$ cat config.mk
export PLATFORM = sky130hd
export DESIGN_NAME = spi_txn_scheduler
export DESIGN_NICKNAME = d
export VERILOG_FILES = /design/src/rtl/spi_pkg.sv /design/src/rtl/sync_fifo.sv /design/src/rtl/spi_txn_scheduler.sv
export SDC_FILE = /design/constraint.sdc
export NUM_CORES = 1
export LEC_CHECK = 0
export BUFFER_PORTS_ARGS = -buffer_cell sky130_fd_sc_hd__buf_2
export CELL_PAD_IN_SITES_DETAIL_PLACEMENT = 1
export CELL_PAD_IN_SITES_GLOBAL_PLACEMENT = 1
export CORE_MARGIN = 2
export CORE_UTILIZATION = 50
export DETAILED_ROUTE_END_ITERATION = 10
export GPL_ROUTABILITY_DRIVEN = 0
export GPL_TIMING_DRIVEN = 0
export PLACE_DENSITY_LB_ADDON = 0.1
export SLEW_MARGIN = 20
export SYNTH_ARGS = -nofsm -noshare
export SYNTH_HDL_FRONTEND = slang
export SYNTH_SLANG_ARGS = --single-unit
$ cat constraint.sdc
create_clock -name clk -period 3.1 [get_ports clk]
set_clock_uncertainty 0.05 [all_clocks]
set_input_delay 0.155 -clock clk [delete_from_list [all_inputs] [get_ports clk]]
set_output_delay 0.155 -clock clk [all_outputs]
set_load 0.02 [all_outputs]
$ cat src/rtl/spi_pkg.sv
// Shared encodings for the SPI transaction scheduler: field widths, length codes,
// the per-length receive mask and the scheduler FSM states.
package spi_pkg;

  localparam int DATA_W = 32;
  localparam int CHIP_W = 3;
  localparam int LEN_W  = 2;

  localparam logic [LEN_W-1:0] LEN_8  = 2'd0;
  localparam logic [LEN_W-1:0] LEN_16 = 2'd1;
  localparam logic [LEN_W-1:0] LEN_24 = 2'd2;
  localparam logic [LEN_W-1:0] LEN_32 = 2'd3;

  typedef enum logic [2:0] {
    IDLE   = 3'd0,
    LAUNCH = 3'd1,
    RUN    = 3'd2,
    STORE  = 3'd3,
    ABORT  = 3'd4,
    GAP    = 3'd5
  } state_t;

  // Keeps only the bits actually shifted in for a transfer of the given length.
  function automatic logic [DATA_W-1:0] len_mask(input logic [LEN_W-1:0] len);
    logic [DATA_W-1:0] m;
    m = '1;
    case (len)
      LEN_8:   m = 32'h0000_00FF;
      LEN_16:  m = 32'h0000_FFFF;
      LEN_24:  m = 32'h00FF_FFFF;
      LEN_32:  m = 32'hFFFF_FFFF;
    endcase
    return m;
  endfunction

endpackage

$ cat src/rtl/sync_fifo.sv
// Single-clock FIFO with registered occupancy count, registered not-full flag
// and first-word-fall-through head.
module sync_fifo #(
  parameter int WIDTH = 8,
  parameter int DEPTH = 4
) (
  input  logic             clk,
  input  logic             rst,
  input  logic             push,
  input  logic [WIDTH-1:0] push_data,
  output logic             ready,
  input  logic             pop,
  output logic [WIDTH-1:0] head,
  output logic             empty
);

  localparam int AW = $clog2(DEPTH);
  localparam int CW = AW + 1;
  localparam logic [CW-1:0] FULL_CNT = CW'(DEPTH);

  logic [WIDTH-1:0] mem [DEPTH];
  logic [AW-1:0]    wr_ptr;
  logic [AW-1:0]    rd_ptr;
  logic [CW-1:0]    count;
  logic [CW-1:0]    count_next;
  logic             do_push;
  logic             do_pop;

  // ready is low throughout reset, so nothing is accepted until the FIFO is clean
  assign do_push = push && ready;
  assign do_pop  = pop && !empty;
  assign empty   = (count == '0);
  assign head    = mem[rd_ptr];

  always_comb begin
    count_next = count;
    if (do_push && !do_pop) begin
      count_next = count + 1'b1;
    end else if (do_pop && !do_push) begin
      count_next = count - 1'b1;
    end
  end

  always_ff @(posedge clk) begin
    if (!rst) begin
      wr_ptr <= '0;
      rd_ptr <= '0;
      count  <= '0;
      ready  <= 1'b0;
    end else begin
      if (do_push) wr_ptr <= wr_ptr + 1'b1;
      if (do_pop)  rd_ptr <= rd_ptr + 1'b1;
      count <= count_next;
      ready <= (count_next != FULL_CNT);
    end
  end

  always_ff @(posedge clk) begin
    if (do_push) mem[wr_ptr] <= push_data;
  end

endmodule

$ cat src/rtl/spi_txn_scheduler.sv
// Queues host SPI commands and launches them one at a time on the spi_master
// start/busy handshake, collecting each received word into a response queue.
//
//   state  | meaning
//   IDLE   | waiting for a command, master idle and a free response slot
//   LAUNCH | start_trans asserted, waiting for busy to rise (or timeout)
//   RUN    | transfer in progress, waiting for busy to fall
//   STORE  | push masked rx word as response
//   ABORT  | push error response (master never went busy)
//   GAP    | enforced chip-select idle time before the next launch
module spi_txn_scheduler
  import spi_pkg::*;
#(
  parameter int CMD_DEPTH     = 4,
  parameter int RSP_DEPTH     = 4,
  parameter int GAP_CYCLES    = 2,
  parameter int START_TIMEOUT = 15
) (
  input  logic              clk,
  input  logic              rst,
  input  logic              cmd_valid,
  output logic              cmd_ready,
  input  logic [DATA_W-1:0] cmd_data,
  input  logic [LEN_W-1:0]  cmd_len,
  input  logic [CHIP_W-1:0] cmd_chip,
  output logic              rsp_valid,
  input  logic              rsp_ready,
  output logic [DATA_W-1:0] rsp_data,
  output logic [CHIP_W-1:0] rsp_chip,
  output logic              rsp_err,
  output logic              start_trans,
  input  logic              busy,
  output logic [DATA_W-1:0] tx_data,
  input  logic [DATA_W-1:0] rx_data,
  output logic [LEN_W-1:0]  transaction_length,
  output logic [CHIP_W-1:0] chipADDRS,
  output logic              idle
);

  localparam int CMD_W = DATA_W + LEN_W + CHIP_W;
  localparam int RSP_W = DATA_W + CHIP_W + 1;
  localparam int TW    = $clog2(START_TIMEOUT + 2);
  localparam int GW    = $clog2(GAP_CYCLES + 2);
  localparam logic [TW-1:0] TO_LOAD  = TW'(START_TIMEOUT);
  localparam logic [GW-1:0] GAP_LOAD = GW'((GAP_CYCLES > 0) ? GAP_CYCLES - 1 : 0);

  state_t            state;
  state_t            state_next;
  logic [CMD_W-1:0]  cmd_head;
  logic              cmd_empty;
  logic              cmd_pop;
  logic [RSP_W-1:0]  rsp_head;
  logic [RSP_W-1:0]  rsp_push_data;
  logic              rsp_push;
  logic              rsp_slot;
  logic              rsp_empty;
  logic [TW-1:0]     to_cnt;
  logic [GW-1:0]     gap_cnt;

  sync_fifo #(.WIDTH(CMD_W), .DEPTH(CMD_DEPTH)) u_cmd_fifo (
    .clk       (clk),
    .rst       (rst),
    .push      (cmd_valid),
    .push_data ({cmd_data, cmd_len, cmd_chip}),
    .ready     (cmd_ready),
    .pop       (cmd_pop),
    .head      (cmd_head),
    .empty     (cmd_empty)
  );

  // rsp_slot is the registered not-full flag, so a same-cycle host pop is credited next cycle
  sync_fifo #(.WIDTH(RSP_W), .DEPTH(RSP_DEPTH)) u_rsp_fifo (
    .clk       (clk),
    .rst       (rst),
    .push      (rsp_push),
    .push_data (rsp_push_data),
    .ready     (rsp_slot),
    .pop       (rsp_ready),
    .head      (rsp_head),
    .empty     (rsp_empty)
  );

  assign {rsp_data, rsp_chip, rsp_err} = rsp_head;
  assign rsp_valid = !rsp_empty;
  assign idle      = cmd_empty && (state == IDLE);

  always_comb begin
    state_next    = state;
    cmd_pop       = 1'b0;
    rsp_push      = 1'b0;
    rsp_push_data = '0;
    case (state)
      IDLE: begin
        if (!cmd_empty && !busy && rsp_slot) begin
          cmd_pop    = 1'b1;
          state_next = LAUNCH;
        end
      end
      LAUNCH: begin
        if (busy) begin
          state_next = RUN;
        end else if (to_cnt == '0) begin
          state_next = ABORT;
        end
      end
      RUN: begin
        if (!busy) state_next = STORE;
      end
      STORE: begin
        rsp_push      = 1'b1;
        rsp_push_data = {rx_data & len_mask(transaction_length), chipADDRS, 1'b0};
        state_next    = GAP;
      end
      ABORT: begin
        rsp_push      = 1'b1;
        rsp_push_data = {{DATA_W{1'b0}}, chipADDRS, 1'b1};
        state_next    = GAP;
      end
      GAP: begin
        if (gap_cnt == '0) state_next = IDLE;
      end
      default: state_next = IDLE;
    endcase
  end

  always_ff @(posedge clk) begin
    if (!rst) begin
      state              <= IDLE;
      tx_data            <= '0;
      transaction_length <= '0;
      chipADDRS          <= '0;
      start_trans        <= 1'b0;
      to_cnt             <= '0;
      gap_cnt            <= '0;
    end else begin
      state <= state_next;
      if (cmd_pop) begin
        {tx_data, transaction_length, chipADDRS} <= cmd_head;
        to_cnt <= TO_LOAD;
      end else if (state == LAUNCH && to_cnt != '0) begin
        to_cnt <= to_cnt - 1'b1;
      end
      // one LAUNCH cycle per timeout count keeps start high for exactly START_TIMEOUT clocks
      start_trans <= (state == LAUNCH) && !busy && (to_cnt != '0);
      if (state_next == GAP && state != GAP) begin
        gap_cnt <= GAP_LOAD;
      end else if (state == GAP && gap_cnt != '0) begin
        gap_cnt <= gap_cnt - 1'b1;
      end
    end
  end

endmodule
==> run_results.csv <==
group,metric,value,unit
synthesis,yosys_warnings,0,
grt,grt_max_degree,27,
pwr,pwr-share-seq,0.447,
grt,grt_usage,0.211,
sta,finalMaxSlewViolations,0,
die,io_pins,151,
pwr,p_comb_frac,0.214,
final_layout,fillers,2384,
clock_tree,cts_setup_buffers,0,
grt,grt_pass1_wl,45700,um
pwr,power,12.6,mW
grt,grt_antenna_before_repair,0,
setup_path,rr_startpoint,"state[2]",
setup_path,end_kind,"output pin",
sta,worst_slack,0.500,ns
placement,place_area,14900,um^2
final_layout,final_cell_area,16800,um^2
setup_path,r2r_end,"u_rsp_fifo.mem[2][29]",
sta,worstMarginPinSlew,0.729,ns
setup_path,crit_path_end,"rsp_data[29]",
clock_tree,insertion_delay,0.51,ns
final_layout,area_growth,23.8,%
sta,finalHoldViolations,0,
die,die_area,28500,um^2
synthesis,yosys_register_bits,358,
die,die_y,169,um
final_layout,drive_above_1_share,0.297,
final_layout,final_cell_mix,"edfxtp_1 (292), buf_2 (163), nand2_1 (83), mux4_2 (73), dlygate4sd3_1 (68)",
synthesis,synth_area,13600,um^2
placement,port_buffers,150,
clock_tree,root_buffer,"clkbuf_16",
routing,ant_nets,0,
pwr,cellLeakagePower,5.83,nW
placement,hpwl,18700,um
setup_path,worstPathArrival,2.39,ns
synthesis,synthArstFlopShare,0,
synthesis,synth_edf_count,292,
setup_path,rrSetupSlack,0.52,ns
synthesis,synth_largest_area_cell,"edfxtp_1",
clock_tree,cts_buffer_depth,3,
routing,drt-initial-drc-count,394,
routing,wl_per_cell,20.9,um
setup_path,worstPathRequired,2.89,ns
routing,vias,7447,
sta,finalSetupViolations,0,
synthesis,avgSynthCellArea,17.9,um^2
pwr,clockPowerShare,0.339,
setup_path,reg2regPathDepth,6,
sta,tns,0,ns
placement,dp_slack,0.502,ns
synthesis,ys_seq_area_frac,0.744,
setup_path,critical_path.startpoint_type,"flip-flop",
sta,fmax,385,MHz
die,initial_core_util,0.506,
final_layout,multi_input_area,3250,um^2
hold_path,min_path_type,"in2reg",
setup_path,cp_max_fo,10,
routing,viasPerCell,5.35,
synthesis,synth.area.top_cells,"edfxtp_1 (65%), mux4_2 (12%), dfxtp_1 (9.7%)",
pwr,swShare,0.270,
clock_tree,cts_resized,0,
final_layout,regArea,10100,um^2
sta,maxSlewHeadroom,0.514,
final_layout,layout_commonest_cell,"edfxtp_1",
grt,grt_pass1_vias,8184,
routing,drtPass1Iterations,4,
pwr,p_sw,3.39,mW
sta,fin_crit,2.60,ns
clock_tree,numCtsBuffers,38,
outcome,status,"completed",
routing,drc,0,
sta,fin_crit_sh,0.839,
clock_tree,cts_htree_levels,2,
clock_tree,clock_sinks,358,
routing,wl,29200,um
final_layout,fin_nets,1115,
setup_path,worstSetupPathType,"reg2out",
pwr,p_per_area,748,nW/um^2
die,num_rows,60,
synthesis,synth_nets,849,
run,cap_violations,0,
synthesis,synth_flop_cell,"edfxtp_1",
clock_tree,clk_pin_slew_worst_paths,0.06,ns
pwr,max-vdd-ir-drop,0.711,mV
die,die_w,169,um
die,core_area,26800,um^2
clock_tree,tritoncts,"built",
synthesis,syn_inst,758,
pwr,p_int,9.16,mW
synthesis,post-synth-top-area-fraction,0.646,
grt,gr-total-overflow,0,
synthesis,synth.distinct_cells,42,
sta,rsz0062_at_grt,"no",
==> cell families (layout without fill, tap and decap cells) <==
group | after synthesis | in the layout | synth area share
XOR/XNOR | 17 | 17 | 0.0110
AND/OR/NAND/NOR | 173 | 173 | 0.0630
flip-flops | 358 | 358 | 0.744
multiplexers | 75 | 75 | 0.123
other | 0 | 1 | 0
buffers and inverters | 53 | 346 | 0.0170
adder cells (fa/ha/maj) | 19 | 19 | 0.0173
AO/OA/AOI/OAI | 63 | 63 | 0.0252
==> cells in the mapped netlist, types with 12 or more instances <==
| cell | n |
|---|---|
| nor2_1 | 19 |
| buf_2 | 13 |
| xnor2_1 | 12 |
| and2_1 | 30 |
| ha_1 | 17 |
| mux4_2 | 73 |
| inv_1 | 12 |
| a21oi_1 | 49 |
| dfxtp_1 | 66 |
| clkbuf_1 | 21 |
| nand2_1 | 83 |
| edfxtp_1 | 292 |
| and3_1 | 19 |
==> worst min path at each step <==
stage,start,end,slack [ns],cells after the start
detailed placement,cmd_data[31],u_cmd_fifo.mem[2][36],0.32,1
finish,rx_data[22],u_rsp_fifo.mem[1][26],0.03,2
global placement,cmd_data[4],u_cmd_fifo.mem[0][9],0.31,1
floorplan,busy,start_trans,0.18,1
global route,rx_data[22],u_rsp_fifo.mem[1][26],0.03,2
CTS,rx_data[22],u_rsp_fifo.mem[3][26],0.002,2
==> power by group through the flow <==
stage	combinational (mW)	sequential [mW]	clock, mW
CTS	2.73	5.61	4.35
detailed placement	2.65	5.71	0
finish	2.69	5.61	4.26
global placement	2.53	5.69	0
global route	2.93	5.63	4.54
floorplan	1.77	5.77	0
==> final cells by class <==
class,instances,share of cell area
diodes,1,0.000149
plain buffers,40,0.0108
clock buffers,51,0.0620
clock inverters,16,0.00775
inverters,13,0.00291
multi-input cells,347,0.194
flip-flops and latches,358,0.601
well taps,341,0.0254
repair buffers,226,0.0961
==> state kept, by name (all words and copies together), names as in the netlist, 3 cells and up, named ones only <==
| register | flops |
|---|---|
| u_cmd_fifo.count | 3 |
| chipADDRS | 3 |
| u_rsp_fifo.count | 3 |
| u_cmd_fifo.mem | 148 |
| to_cnt | 5 |
| tx_data | 32 |
| state | 3 |
| u_rsp_fifo.mem | 144 |
==> what timing repair did <==
item                                    CTS  global route
endpoints found under the setup margin    0             0
hold buffers                             68             0
hold endpoints to repair                264             0
==> stage by stage <==
stage / hold slack (ns) / cells / util
after floorplan: 0.181 / 758 / -
after global placement: 0.313 / 1249 / 0.550
after detailed placement: 0.320 / 1257 / 0.557
after CTS: 0.00183 / 1392 / 0.626
after global routing: 0.0342 / 1392 / 0.626
final: 0.0274 / 1393 / 0.626
==> routing by layer <==
layer / up-vias / global-route usage / wire, um
li1: 3452 / - / -
met3: 32 / 0.0386 / 1170
met5: - / 0 / 0
met2: 156 / 0.390 / 15800
met4: 0 / 0.0461 / 363
met1: 3807 / 0.260 / 11800
==> critical path: stages (launching register included) <==
cell      delay [ns]
dfxtp_1         0.31
clkbuf_1        0.39
buf_1           0.58
mux4_2          0.43
buf_2           0.18
(Power assumes the default switching activity.)
